==> src/rtl/ncl_pkg.sv <==
// ----------------------------------------------------------------------------
// ncl_pkg
// Shared definitions for the dual-rail (NCL-style) ULA datapath stages.
//   - opcode constants of the ALU stage
//   - rail pair codes (NULL / logical 0 / logical 1 / illegal)
//   - stage state encoding
//   - vector encode/decode helpers between binary words and rail vectors.
//     They work on a fixed maximum width; callers zero-extend their operands
//     and keep only the low slice of the result.
// Rail packing: pair i occupies [2i+1:2i], [2i+1] = true rail, [2i] = false rail.
// ----------------------------------------------------------------------------
package ncl_pkg;

   localparam int DR_MAX_W = 64;

   localparam logic [1:0] OP_ADD = 2'd0;
   localparam logic [1:0] OP_SUB = 2'd1;
   localparam logic [1:0] OP_AND = 2'd2;
   localparam logic [1:0] OP_OR  = 2'd3;

   localparam logic [1:0] DR_NULL = 2'b00;
   localparam logic [1:0] DR_0    = 2'b01;
   localparam logic [1:0] DR_1    = 2'b10;
   localparam logic [1:0] DR_ILL  = 2'b11;

   typedef enum logic {
      ST_EMPTY = 1'b0,
      ST_FULL  = 1'b1
   } state_t;

   typedef logic [DR_MAX_W-1:0]   dr_word_t;
   typedef logic [2*DR_MAX_W-1:0] dr_rails_t;

   // Binary word -> rail vector (every pair becomes DR_0 or DR_1).
   function automatic dr_rails_t dr_encode(input dr_word_t v);
      dr_rails_t r;
      r = '0;
      for (int i = 0; i < DR_MAX_W; i++) begin
         r[2*i +: 2] = v[i] ? DR_1 : DR_0;
      end
      return r;
   endfunction

   // Rail vector -> binary word. Only meaningful on a complete DATA
   // wavefront, where the true rail alone carries the bit value.
   function automatic dr_word_t dr_decode(input dr_rails_t r);
      dr_word_t v;
      v = '0;
      for (int i = 0; i < DR_MAX_W; i++) begin
         v[i] = r[2*i+1];
      end
      return v;
   endfunction

endpackage

==> src/rtl/ncl_compl_det.sv <==
// ----------------------------------------------------------------------------
// ncl_compl_det
// Completion detector over N dual-rail pairs.
// Ports:
//   rails    in  2*N  dual-rail vector, pair i = rails[2i+1:2i]
//   all_data out 1    every pair holds a logical 0 or 1
//   all_null out 1    every pair is NULL (00)
//   illegal  out 1    at least one pair is 11
// ----------------------------------------------------------------------------
module ncl_compl_det
   import ncl_pkg::*;
#(
   parameter int N = 1
) (
   input  logic [2*N-1:0] rails,
   output logic           all_data,
   output logic           all_null,
   output logic           illegal
);

   always_comb begin
      all_data = 1'b1;
      all_null = 1'b1;
      illegal  = 1'b0;
      for (int i = 0; i < N; i++) begin
         if ((rails[2*i +: 2] != DR_0) && (rails[2*i +: 2] != DR_1)) begin
            all_data = 1'b0;
         end
         if (rails[2*i +: 2] != DR_NULL) begin
            all_null = 1'b0;
         end
         if (rails[2*i +: 2] == DR_ILL) begin
            illegal = 1'b1;
         end
      end
   end

endmodule

==> src/rtl/ncl_alu_stage.sv <==
// ----------------------------------------------------------------------------
// ncl_alu_stage
// Clocked dual-rail ALU pipeline stage with a four-phase DATA/NULL handshake.
// A complete DATA wavefront on {opr, b, a} is latched (result + flags) when the
// consumer requests DATA; the stage returns to NULL once inputs are NULL and
// the consumer requests NULL. Illegal rail codes are flagged (sticky) and
// block any transition while present.
// Ports:
//   clk     in  1        stage clock
//   rst     in  1        asynchronous active-high reset
//   a, b    in  2*WIDTH  dual-rail operands
//   opr     in  4        dual-rail opcode (ADD/SUB/AND/OR)
//   ack_in  in  1        from consumer: 0 = request DATA, 1 = request NULL
//   ack_out out 1        to producer: 1 = stage holds DATA
//   soma    out 2*WIDTH  dual-rail result
//   zero    out 2        dual-rail flag result == 0
//   neg     out 2        dual-rail flag result MSB
//   of      out 2        dual-rail flag signed overflow (ADD/SUB only)
//   err     out 1        sticky illegal-code indicator
//   tok_cnt out CNT_W    number of DATA wavefronts latched (wraps)
// ----------------------------------------------------------------------------
module ncl_alu_stage
   import ncl_pkg::*;
#(
   parameter int WIDTH = 8,
   parameter int CNT_W = 8
) (
   input  logic               clk,
   input  logic               rst,
   input  logic [2*WIDTH-1:0] a,
   input  logic [2*WIDTH-1:0] b,
   input  logic [3:0]         opr,
   input  logic               ack_in,
   output logic               ack_out,
   output logic [2*WIDTH-1:0] soma,
   output logic [1:0]         zero,
   output logic [1:0]         neg,
   output logic [1:0]         of,
   output logic               err,
   output logic [CNT_W-1:0]   tok_cnt
);

   localparam int NPAIRS = 2 * WIDTH + 2;

   function automatic logic add_ovf(input logic signed [WIDTH-1:0] x,
                                    input logic signed [WIDTH-1:0] y,
                                    input logic signed [WIDTH-1:0] s);
      return (x[WIDTH-1] == y[WIDTH-1]) && (s[WIDTH-1] != x[WIDTH-1]);
   endfunction

   function automatic logic sub_ovf(input logic signed [WIDTH-1:0] x,
                                    input logic signed [WIDTH-1:0] y,
                                    input logic signed [WIDTH-1:0] s);
      return (x[WIDTH-1] != y[WIDTH-1]) && (s[WIDTH-1] != x[WIDTH-1]);
   endfunction

   function automatic logic [1:0] flag_enc(input logic f);
      return f ? DR_1 : DR_0;
   endfunction

   logic all_data;
   logic all_null;
   logic illegal;

   ncl_compl_det #(
      .N (NPAIRS)
   ) u_det (
      .rails    ({opr, b, a}),
      .all_data (all_data),
      .all_null (all_null),
      .illegal  (illegal)
   );

   // ---- stage p0: combinational ALU on the decoded wavefront ----
   dr_rails_t                 a_ext_p0;
   dr_rails_t                 b_ext_p0;
   dr_word_t                  a_w_p0;
   dr_word_t                  b_w_p0;
   dr_word_t                  res_w_p0;
   dr_rails_t                 res_rails_p0;
   logic signed [WIDTH-1:0]   a_p0;
   logic signed [WIDTH-1:0]   b_p0;
   logic signed [WIDTH-1:0]   res_p0;
   logic [1:0]                op_p0;
   logic                      of_p0;
   logic [2*WIDTH-1:0]        soma_p0;
   logic [1:0]                zero_p0;
   logic [1:0]                neg_p0;
   logic [1:0]                of_enc_p0;

   always_comb begin
      a_ext_p0 = '0;
      b_ext_p0 = '0;
      a_ext_p0[2*WIDTH-1:0] = a;
      b_ext_p0[2*WIDTH-1:0] = b;
      a_w_p0 = dr_decode(a_ext_p0);
      b_w_p0 = dr_decode(b_ext_p0);
      a_p0   = signed'(a_w_p0[WIDTH-1:0]);
      b_p0   = signed'(b_w_p0[WIDTH-1:0]);
      // Opcode bit k is carried by pair k; its true rail is the bit value.
      op_p0  = {opr[3], opr[1]};

      res_p0 = '0;
      of_p0  = 1'b0;
      case (op_p0)
         OP_ADD: begin
            res_p0 = a_p0 + b_p0;
            of_p0  = add_ovf(a_p0, b_p0, res_p0);
         end
         OP_SUB: begin
            res_p0 = a_p0 - b_p0;
            of_p0  = sub_ovf(a_p0, b_p0, res_p0);
         end
         OP_AND:  res_p0 = a_p0 & b_p0;
         default: res_p0 = a_p0 | b_p0;
      endcase

      res_w_p0 = '0;
      res_w_p0[WIDTH-1:0] = res_p0;
      res_rails_p0 = dr_encode(res_w_p0);
      soma_p0   = res_rails_p0[2*WIDTH-1:0];
      zero_p0   = flag_enc(res_p0 == '0);
      neg_p0    = flag_enc(res_p0[WIDTH-1]);
      of_enc_p0 = flag_enc(of_p0);
   end

   generate
      if (WIDTH < DR_MAX_W) begin : g_unused
         logic unused_hi;
         assign unused_hi = ^{a_w_p0[DR_MAX_W-1:WIDTH], b_w_p0[DR_MAX_W-1:WIDTH],
                              res_rails_p0[2*DR_MAX_W-1:2*WIDTH]};
      end
   endgenerate

   // ---- handshake FSM: next state and next register contents ----
   state_t             state_q;
   state_t             state_d;
   logic [2*WIDTH-1:0] soma_d;
   logic [1:0]         zero_d;
   logic [1:0]         neg_d;
   logic [1:0]         of_d;
   logic               err_d;
   logic [CNT_W-1:0]   tok_cnt_d;

   always_comb begin
      state_d   = state_q;
      soma_d    = soma;
      zero_d    = zero;
      neg_d     = neg;
      of_d      = of;
      tok_cnt_d = tok_cnt;
      err_d     = err | illegal;
      // An illegal pair freezes the stage for that edge.
      if (!illegal) begin
         case (state_q)
            ST_EMPTY: begin
               if (all_data && !ack_in) begin
                  state_d   = ST_FULL;
                  soma_d    = soma_p0;
                  zero_d    = zero_p0;
                  neg_d     = neg_p0;
                  of_d      = of_enc_p0;
                  tok_cnt_d = tok_cnt + CNT_W'(1);
               end
            end
            default: begin
               if (all_null && ack_in) begin
                  state_d = ST_EMPTY;
                  soma_d  = '0;
                  zero_d  = DR_NULL;
                  neg_d   = DR_NULL;
                  of_d    = DR_NULL;
               end
            end
         endcase
      end
   end

   // ---- stage p1: registered wavefront and control ----
   always_ff @(posedge clk or posedge rst) begin
      if (rst) begin
         state_q <= ST_EMPTY;
         soma    <= '0;
         zero    <= DR_NULL;
         neg     <= DR_NULL;
         of      <= DR_NULL;
         err     <= 1'b0;
         tok_cnt <= '0;
      end else begin
         state_q <= state_d;
         soma    <= soma_d;
         zero    <= zero_d;
         neg     <= neg_d;
         of      <= of_d;
         err     <= err_d;
         tok_cnt <= tok_cnt_d;
      end
   end

   assign ack_out = (state_q == ST_FULL);

endmodule

==> config.mk <==
export PLATFORM = sky130hd
export DESIGN_NAME = ncl_alu_stage
export DESIGN_NICKNAME = d
export VERILOG_FILES = /design/src/rtl/ncl_pkg.sv /design/src/rtl/ncl_compl_det.sv /design/src/rtl/ncl_alu_stage.sv
export SDC_FILE = /design/constraint.sdc
export NUM_CORES = 1
export LEC_CHECK = 0
export CORE_AREA = 2 2 79 81
export DETAILED_ROUTE_END_ITERATION = 7
export DIE_AREA = 0 0 81 83
export GPL_ROUTABILITY_DRIVEN = 0
export PLACE_DENSITY = 0.86
export SLEW_MARGIN = 20
export SYNTH_ARGS = -nofsm -noshare
export SYNTH_HDL_FRONTEND = slang
export SYNTH_HIERARCHICAL = 1
export SYNTH_SLANG_ARGS = --single-unit
==> constraint.sdc <==
create_clock -name clk -period 1.9 [get_ports clk]
set_input_delay 0.38 -clock clk [delete_from_list [all_inputs] [get_ports clk]]
set_output_delay 0.38 -clock clk [all_outputs]
set_load 0.02 [all_outputs]
Word level (Yosys, flattened, before mapping)
Cells that the tools add are included.
Operators by class
  mux-type cells: 79
  reduce and logical (&&, ||, !) cells: 46
  $add $sub $neg: 3
  eq/ne operators: 61
  bitwise operators: 5
Operator list (number)
  two-way mux 1 bit: 57
  two-way mux 16 bit: 3
  equality test 2 bit (second input constant): 19
  != test 2 x 1 -> 1 bit (second input constant): 19
  nonzero test 2 bit: 19
  != test 2 bit (second input constant): 18
  two-way mux 2 bit: 17
  case mux 8 bit (3 select lines): 1
  logical AND 1 bit: 22
  adder 8 x 1 -> 8 bit (second input constant): 1
  adder 8 bit: 1
  AND 8 bit: 1
  logical NOT 8 bit: 1
  bitwise OR 8 bit: 1
  subtractor 8 bit: 1
  AND reduction 3 bit: 2
  != test 1 bit: 3
  equality test 2 x 1 -> 1 bit (second input constant): 1
  logical NOT 2 bit: 1
  NOT 1 bit: 2
  case mux 1 bit (2 select lines): 1
  equality test 1 bit: 1
  logical NOT 1 bit: 1
  bitwise OR 1 bit: 1
Storage, ports and cells
  word-level logic and storage cells: 201
  output and inout port bits: 32
  bits in registers: 32

Longest topological paths before layout
Gate-level depths: netlist of the first run.
  depth in word-level cells: 23
  depth in mapped cells: 11

Modules after synthesis
The synthesis of the first run kept the hierarchy.
Modules (own cells, without submodules)
  ncl_alu_stage: area an instance 2222.1 sq um, cells an instance 244, sequential area each 750.7 sq um, instances 1
  ncl_compl_det: area an instance 701.9 sq um, cells an instance 90, sequential area each 0.0 sq um, instances 1

Worst setup path after synthesis of the first run
Ideal clock, no wire load.
  path type: input to register
  start point: input port a[4]
  end point: register tok_cnt[7]
  data arrival time: 2764 ps
  path buffers: 0
  slack: -944 ps
  stages: 9
  path through: ha_1 -> or4_1 -> or4_1 -> nor3b_1 -> nor2b_1 -> and4_1 -> nand3_1 -> nor2_1 -> xor2_1
RTL lines
  start: declaration: RTL line ncl_alu_stage.sv:30  | input logic [2*WIDTH-1:0] a,
  equality test 2 bit: RTL line ncl_compl_det.sv:32  | if (rails[2*i +: 2] == DR_ILL) begin
  two-way mux 1 bit (16 in series): RTL line ncl_compl_det.sv:32
  named net illegal: RTL line ncl_alu_stage.sv:63  | logic illegal;
  NOT 1 bit (no source line)
  AND reduction 3 bit (no source line)
  end signal: assignment: RTL line ncl_alu_stage.sv:196  | tok_cnt <= tok_cnt_d;
  end: declaration: RTL line ncl_alu_stage.sv:40  | output logic [CNT_W-1:0] tok_cnt
The timed path passes the listed nets, and every way through them passes these cells.
A chain may end at the register's enable or synchronous reset.

Worst setup path in the final report of the first run
  start point: input port a[4]
  end point: register zero[0]
RTL lines
  equality test 2 bit: RTL line ncl_compl_det.sv:32
  two-way mux 1 bit (16 in series): RTL line ncl_compl_det.sv:32
  named net illegal: RTL line ncl_alu_stage.sv:63
  NOT 1 bit (no source line)
  AND reduction 3 bit (no source line)
  end signal: assignment: RTL line ncl_alu_stage.sv:192  | zero <= zero_d;
  end: declaration: RTL line ncl_alu_stage.sv:36  | output logic [1:0] zero,
The timed path passes the listed nets, and every way through them passes these cells.

==> impl_metrics.json, run 1 <==
{
  "antenna_found_initial": 0,
  "drtIter0Drc": 190,
  "path_cells": "buf_2, ha_2, or4_4, or4_4, nor3b_4, nand2b_1, nor2_2, and4_1, nand4b_1, o21a_1",
  "vias_per_cell": 5.83,
  "syn_nets": 435,
  "insertion_delay_ns": 0.29,
  "htree_levels": 2,
  "wirelength_mm": 10.1,
  "setup-violations-final": 30,
  "core-area_um2": 5820,
  "synth.area.top_cells": "dfrtp_1, ha_1, inv_1",
  "cts_tree": "done",
  "clock_sinks": 30,
  "rsz0062_at_grt": "true",
  "violations": "setup timing",
  "worstSetupPathType": "in -> reg",
  "layout-drive-gt1-share_pct": 38.8,
  "cp_slowest_cell": "or4_4",
  "grt_pass1_wl_mm": 14.6,
  "die-area_um2": 6720,
  "critical-path-top-delay-family": "simple AND/OR/NAND/NOR gates",
  "boundaryPins": 71,
  "dp_hpwl_mm": 6.41,
  "worst_setup_path_end_kind": "register",
  "cp_max_fo": 3,
  "hold_ws_ns": 0.463,
  "synth_top_flop_cell": "dfrtp_1",
  "leakage_nw": 2.28,
  "synth_edf_count": 0,
  "min_from": "tok_cnt[7]",
  "synth_cell_types": 49,
  "syn-instance-count": 334,
  "clkTransAtPathRegs_ns": 0.06,
  "post-route-cell-area_um2": 4720,
  "r2r_slack_ns": 0.37,
  "status": "finished with violations",
  "crit_required_ns": 2.08,
  "critPathMaxStageDelay_ns": 0.54,
  "die_w_um": 81,
  "seqCellArea_um2": 752,
  "io_buffers": 70,
  "multi_input_area_um2": 2350,
  "grt_pass1_vias": 3207,
  "dpl_cell_area_um2": 4140,
  "ys_top_cells_by_count": "ha_1, inv_1, dfrtp_1, nand2_1, o21ai_0",
  "synth-seq-cells": 30,
  "worst_pin_slew_ns": 0.489,
  "finClkSkew_ns": 0.00294,
  "ir_drop_v": 0.000351,
  "worst_slack_ns": -0.703,
  "grt_max_degree": 31,
  "crit_top_cell": "or4_4",
  "fmax_mhz": 384,
  "areaGrowthSynthToFinish_pct": 61.4,
  "hold_class": "reg -> reg",
  "period_share_pct": 137,
  "synth_area_um2": 2920,
  "startpoint_type": "input port",
  "initial_utilization_pct": 50.3,
  "vias": 3200,
  "ys_async_sr_fraction_pct": 100,
  "fillers": 350,
  "yosysTopAreaCellShare_pct": 25.7,
  "hold_viol_final": 0,
  "num_antenna_cells": 0,
  "clockBufferDepth": 2,
  "setup_tns_ns": -14.36,
  "drc_errors": 0,
  "numCtsBuffers": 5,
  "die-height_um": 83,
  "drt_pass1_iterations": 5,
  "ant_nets": 0,
  "slew_violations": 0,
  "grt-ovfl-total": 0,
  "arrival_ns": 2.78,
  "avgSynthCellArea_um2": 8.75,
  "crit_start": "a[4]",
  "cts-root-buf": "clkbuf_8",
  "grt_usage_pct": 27.6,
  "rr_startpoint": "ack_out",
  "period_needed_ns": 2.60,
  "yosysSeqAreaShare_pct": 25.7,
  "maxCapViolCount": 0,
  "wl_per_cell_um": 18.4,
  "cp_num_buf_inv": 1,
  "final_nets": 574,
  "power.density_nw_per_um2": 401,
  "relSlewSlack_pct": 67.4,
  "synth.most_common_cell": "ha_1",
  "yosys.area.top_type": "dfrtp_1",
  "num_rows": 28,
  "yosysWarnings": 6
}
[path summary, 6_finish.rpt]
path / endpoint / cells after the start
min in group asynchronous: of[0] / 3
hold / removal: tok_cnt[7] / 1
setup / recovery: zero[0] / 10
hold reg to reg: tok_cnt[7] / 1
setup reg to reg: zero[0] / 5
max in group asynchronous: ack_out / 3
[sequential cells by signal, indices dropped and copies added, names as in the netlist]
register  count
tok_cnt       8
ack_out       1
zero          2
err           1
of            2
soma         16
[repair_timing]
| item | CTS | global route |
|---|---|---|
| endpoints found under the setup margin | 30 | 30 |
| hold buffers | 0 | 0 |
| pin swaps | 48 | 39 |
| cloned | 2 | 2 |
| buffers inserted | 13 | 4 |
| resized for setup | 173 | 55 |
[cells by family (layout without fill, tap and decap cells)]
logic type,Yosys count,in the layout,share of synthesized area (%)
compound gates,62,65,14.9
buf+inv,72,209,10.0
simple gates,90,90,16.9
flops,30,30,25.7
xor+xnor,15,15,4.49
fa+ha+maj,62,62,27.0
mux,3,3,1.03
[placed cells by master, fill, tap and decap left out, types with 3 or more instances in the layout]
cell type / count
o21ai_4: 4
o21ai_0: 9
xnor2_1: 13
ha_2: 10
and4_1: 3
nor3_1: 5
nand2_1: 26
buf_6: 19
clkbuf_8: 6
buf_2: 15
dfrtp_1: 29
or4_4: 3
buf_4: 55
inv_1: 53
nor4_4: 4
ha_1: 35
ha_4: 15
nand4_1: 9
clkdlybuf4s50_1: 34
a22o_1: 8
clkbuf_2: 13
nand3_1: 5
inv_2: 4
mux2i_1: 3
nor2_1: 11
a21oi_1: 10
o211ai_1: 3
o21ai_1: 10
[metal layers]
layer	vias up	GRT usage, %	part of all wire (%)
li1	1415	-	-
met1	1548	29.2	35
met4	0	15.1	6.5
met3	60	2.83	5.8
met5	-	0	0
met2	177	51.5	53
[stage by stage]
stage,setup WS (ns),cells,utilization (%),total power (W)
after detailed placement,-1.28,521,71.2,0.00125
after CTS,-0.557,544,79.2,0.00184
after global placement,-1.22,521,71.2,0.00122
after global routing,-0.739,549,81.1,0.00198
after floorplan,-0.624,334,-,0.000962
final,-0.703,549,81.1,0.00189
[area by class of cell]
class,instances,share of cell area (%)
tap,75,1.99
sequential,30,15.9
multi-input combinational,235,49.9
timing repair buffer,142,25.4
clock inverter,1,0.106
clock buffer,7,1.83
inverter,59,4.83
[power by group]
part | leakage [nW] | switching, W | total [W] | internal [W]
Clock | 0.0482 | 0.000237 | 0.000528 | 0.000291
Sequential | 0.412 | 0.00000000146 | 0.000639 | 0.000639
Combinational | 1.82 | 0.000373 | 0.000725 | 0.000352
Power figures use the tool's default switching activity.
==> run 2: changes to the inputs <==
--- a/config.mk
+++ b/config.mk
@@ -5,6 +5,7 @@
 export SDC_FILE = /design/constraint.sdc
 export NUM_CORES = 1
 export LEC_CHECK = 0
+export CAP_MARGIN = 20
 export CORE_AREA = 2 2 79 81
 export DETAILED_ROUTE_END_ITERATION = 7
 export DIE_AREA = 0 0 81 83
==> results of run 2 <==
Final layout, timing and power as in run 1 (identical DEF).
==> run 3: changes to the inputs <==
--- a/config.mk
+++ b/config.mk
@@ -11,6 +11,7 @@
 export DIE_AREA = 0 0 81 83
 export GPL_ROUTABILITY_DRIVEN = 0
 export PLACE_DENSITY = 0.86
+export REMOVE_ABC_BUFFERS = 1
 export SLEW_MARGIN = 20
 export SYNTH_ARGS = -nofsm -noshare
 export SYNTH_HDL_FRONTEND = slang
==> run 3 against run 2 <==
  * The run still ends with setup timing left
  * Sequential power about the same
  * Final cell count rose by 2.4%
  * First-iteration DRC count fell by 10%
  * Critical endpoint is now tok_cnt[7]
  * Largest power group unchanged
==> impl_metrics.json, run 3 (same netlist as run 1, synthesis figures left out) <==
{
  "die-height_um": 83,
  "setup-violations-final": 30,
  "p_clk_share_pct": 28.2,
  "worst_slack_ns": -0.842,
  "r2r_slack_ns": 0.38,
  "period_share_pct": 144,
  "io_buffers": 70,
  "wl_per_cell_um": 18.3,
  "grt-ovfl-total": 0,
  "cp_slowest_cell": "or4_4",
  "r2r-end": "tok_cnt[7]",
  "p_int_w": 0.00129,
  "slew_violations": 0,
  "pwr-share-comb_pct": 38.3,
  "core-area_um2": 5820,
  "finClkSkew_ns": 0.00417,
  "p_sw_share_pct": 32.4,
  "initial_utilization_pct": 50.3,
  "final_nets": 587,
  "num_antenna_cells": 0,
  "drt_pass1_iterations": 5,
  "numCtsBuffers": 5,
  "layout-drive-gt1-share_pct": 39.6,
  "largest_register_ffs": 16,
  "startpoint_type": "input port",
  "htree_levels": 2,
  "relSlewSlack_pct": 76.0,
  "rsz0062_at_grt": "true",
  "ant_nets": 0,
  "path_cells": "buf_6, ha_4, nor4_4, nand3_1, or4_4, nor3b_2, buf_4, nor2b_4, and4_4, nand3_4, nor2_4, xor2_1",
  "worst_setup_path_end_kind": "register",
  "power.density_nw_per_um2": 402,
  "p_sw_w": 0.000618,
  "arrival_ns": 2.92,
  "clockBufferDepth": 2,
  "antenna_found_initial": 0,
  "crit_required_ns": 2.08,
  "cp_max_fo": 3,
  "num_rows": 28,
  "worst_pin_slew_ns": 0.357,
  "grt_pass1_wl_mm": 15.5,
  "vias_per_cell": 5.70,
  "regMostFlops": "soma",
  "hold_ws_ns": 0.471,
  "seqPwrFrac_pct": 33.5,
  "grt_usage_pct": 29.5,
  "critPathMaxStageDelay_ns": 0.56,
  "cts-root-buf": "clkbuf_8",
  "areaGrowthSynthToFinish_pct": 62.1,
  "cts_tree": "done",
  "drtIter0Drc": 171,
  "maxCapViolCount": 0,
  "grt_max_degree": 31,
  "die_w_um": 81,
  "hold_viol_final": 0,
  "die-area_um2": 6720,
  "worst_r2r_path_depth": 5,
  "status": "finished with violations",
  "boundaryPins": 71,
  "fillers": 356,
  "hold_class": "in -> async",
  "final_cell_mix": "buf_4, inv_1, ha_1, clkdlybuf4s50_1, dfrtp_1",
  "drc_errors": 0,
  "period_needed_ns": 2.74,
  "violations": "setup timing",
  "leakage_nw": 2.37,
  "mostFrequentLayoutCell": "buf_4",
  "dp_hpwl_mm": 6.80,
  "clock_sinks": 30,
  "grt_pass1_vias": 3323,
  "setup_tns_ns": -16.08,
  "worstSetupPathType": "in -> reg",
  "insertion_delay_ns": 0.28,
  "wirelength_mm": 10.3,
  "reg_top3": "soma (16), tok_cnt (8)",
  "fmax_mhz": 365,
  "rr_startpoint": "ack_out",
  "ir_drop_v": 0.000407,
  "clkTransAtPathRegs_ns": 0.07,
  "vias": 3205
}
==> run 3: power groups by stage <==
stage	clock network (W)	registers (W)	logic (W)
6_report	0.000538	0.000639	0.000729
5_1_grt	0.000561	0.000638	0.000786
4_1_cts	0.000535	0.000639	0.000681
3_5_place_dp	0	0.000651	0.000630
3_3_place_gp	0	0.000651	0.000599
2_1_floorplan	0	0.000651	0.000283
==> run 3: how the worst max path moves through the flow <==
stage	from	endpoint	slack, ns	cells past startpoint
final	opr[2]	tok_cnt[7]	-0.84	12
after floorplan	a[4]	tok_cnt[7]	-1.29	9
after global placement	a[7]	tok_cnt[7]	-1.41	14
after detailed placement	a[10]	tok_cnt[7]	-1.52	12
after global routing	a[9]	tok_cnt[7]	-1.01	14
after CTS	a[5]	tok_cnt[7]	-0.67	11
==> run 3: repair_timing <==
| action | in CTS | in global routing |
|---|---|---|
| cloned | 1 | 0 |
| resized for setup | 152 | 79 |
| pin swaps | 42 | 24 |
| endpoints found under the setup margin | 30 | 30 |
| buffers inserted | 10 | 6 |
| hold buffers | 0 | 0 |
==> run 3: through the flow <==
stage	instances	setup slack, ns	utilization, %	power, W	cell area, um2
2_1_floorplan	321	-1.29	-	0.000934	2850
3_5_place_dp	540	-1.52	72.5	0.00128	4220
4_1_cts	557	-0.672	79.5	0.00186	4620
3_3_place_gp	540	-1.41	72.5	0.00125	4220
6_report	562	-0.842	81.5	0.00191	4740
5_1_grt	562	-1.01	81.5	0.00198	4740
==> run 3: routing by layer <==
layer / vias up / global-route usage (%) / routed length [um]
met2: 191 / 55.9 / 5410
met4: 0 / 16.8 / 675
li1: 1433 / - / -
met5: - / 0 / 0
met1: 1519 / 30.6 / 3630
met3: 62 / 2.61 / 576
==> run 3: cell type report <==
cell class	instances	area [um2]	area share (%)
clock inverters	1	5.00	0.106
flip-flops and latches	30	752	15.9
clock buffers	7	86.3	1.82
well taps	75	93.8	1.98
inverters	59	231	4.88
repair buffers	158	1320	27.9
multi-input cells	232	2250	47.5
==> run 3: critical path, delay by kind of cell <==
kind | cells | cell delay (ns)
and+or+nand+nor | 8 | 1.89
buffers and inverters | 2 | 0.24
xor gates and xnor gates | 1 | 0.24
adders and majority gates | 1 | 0.15
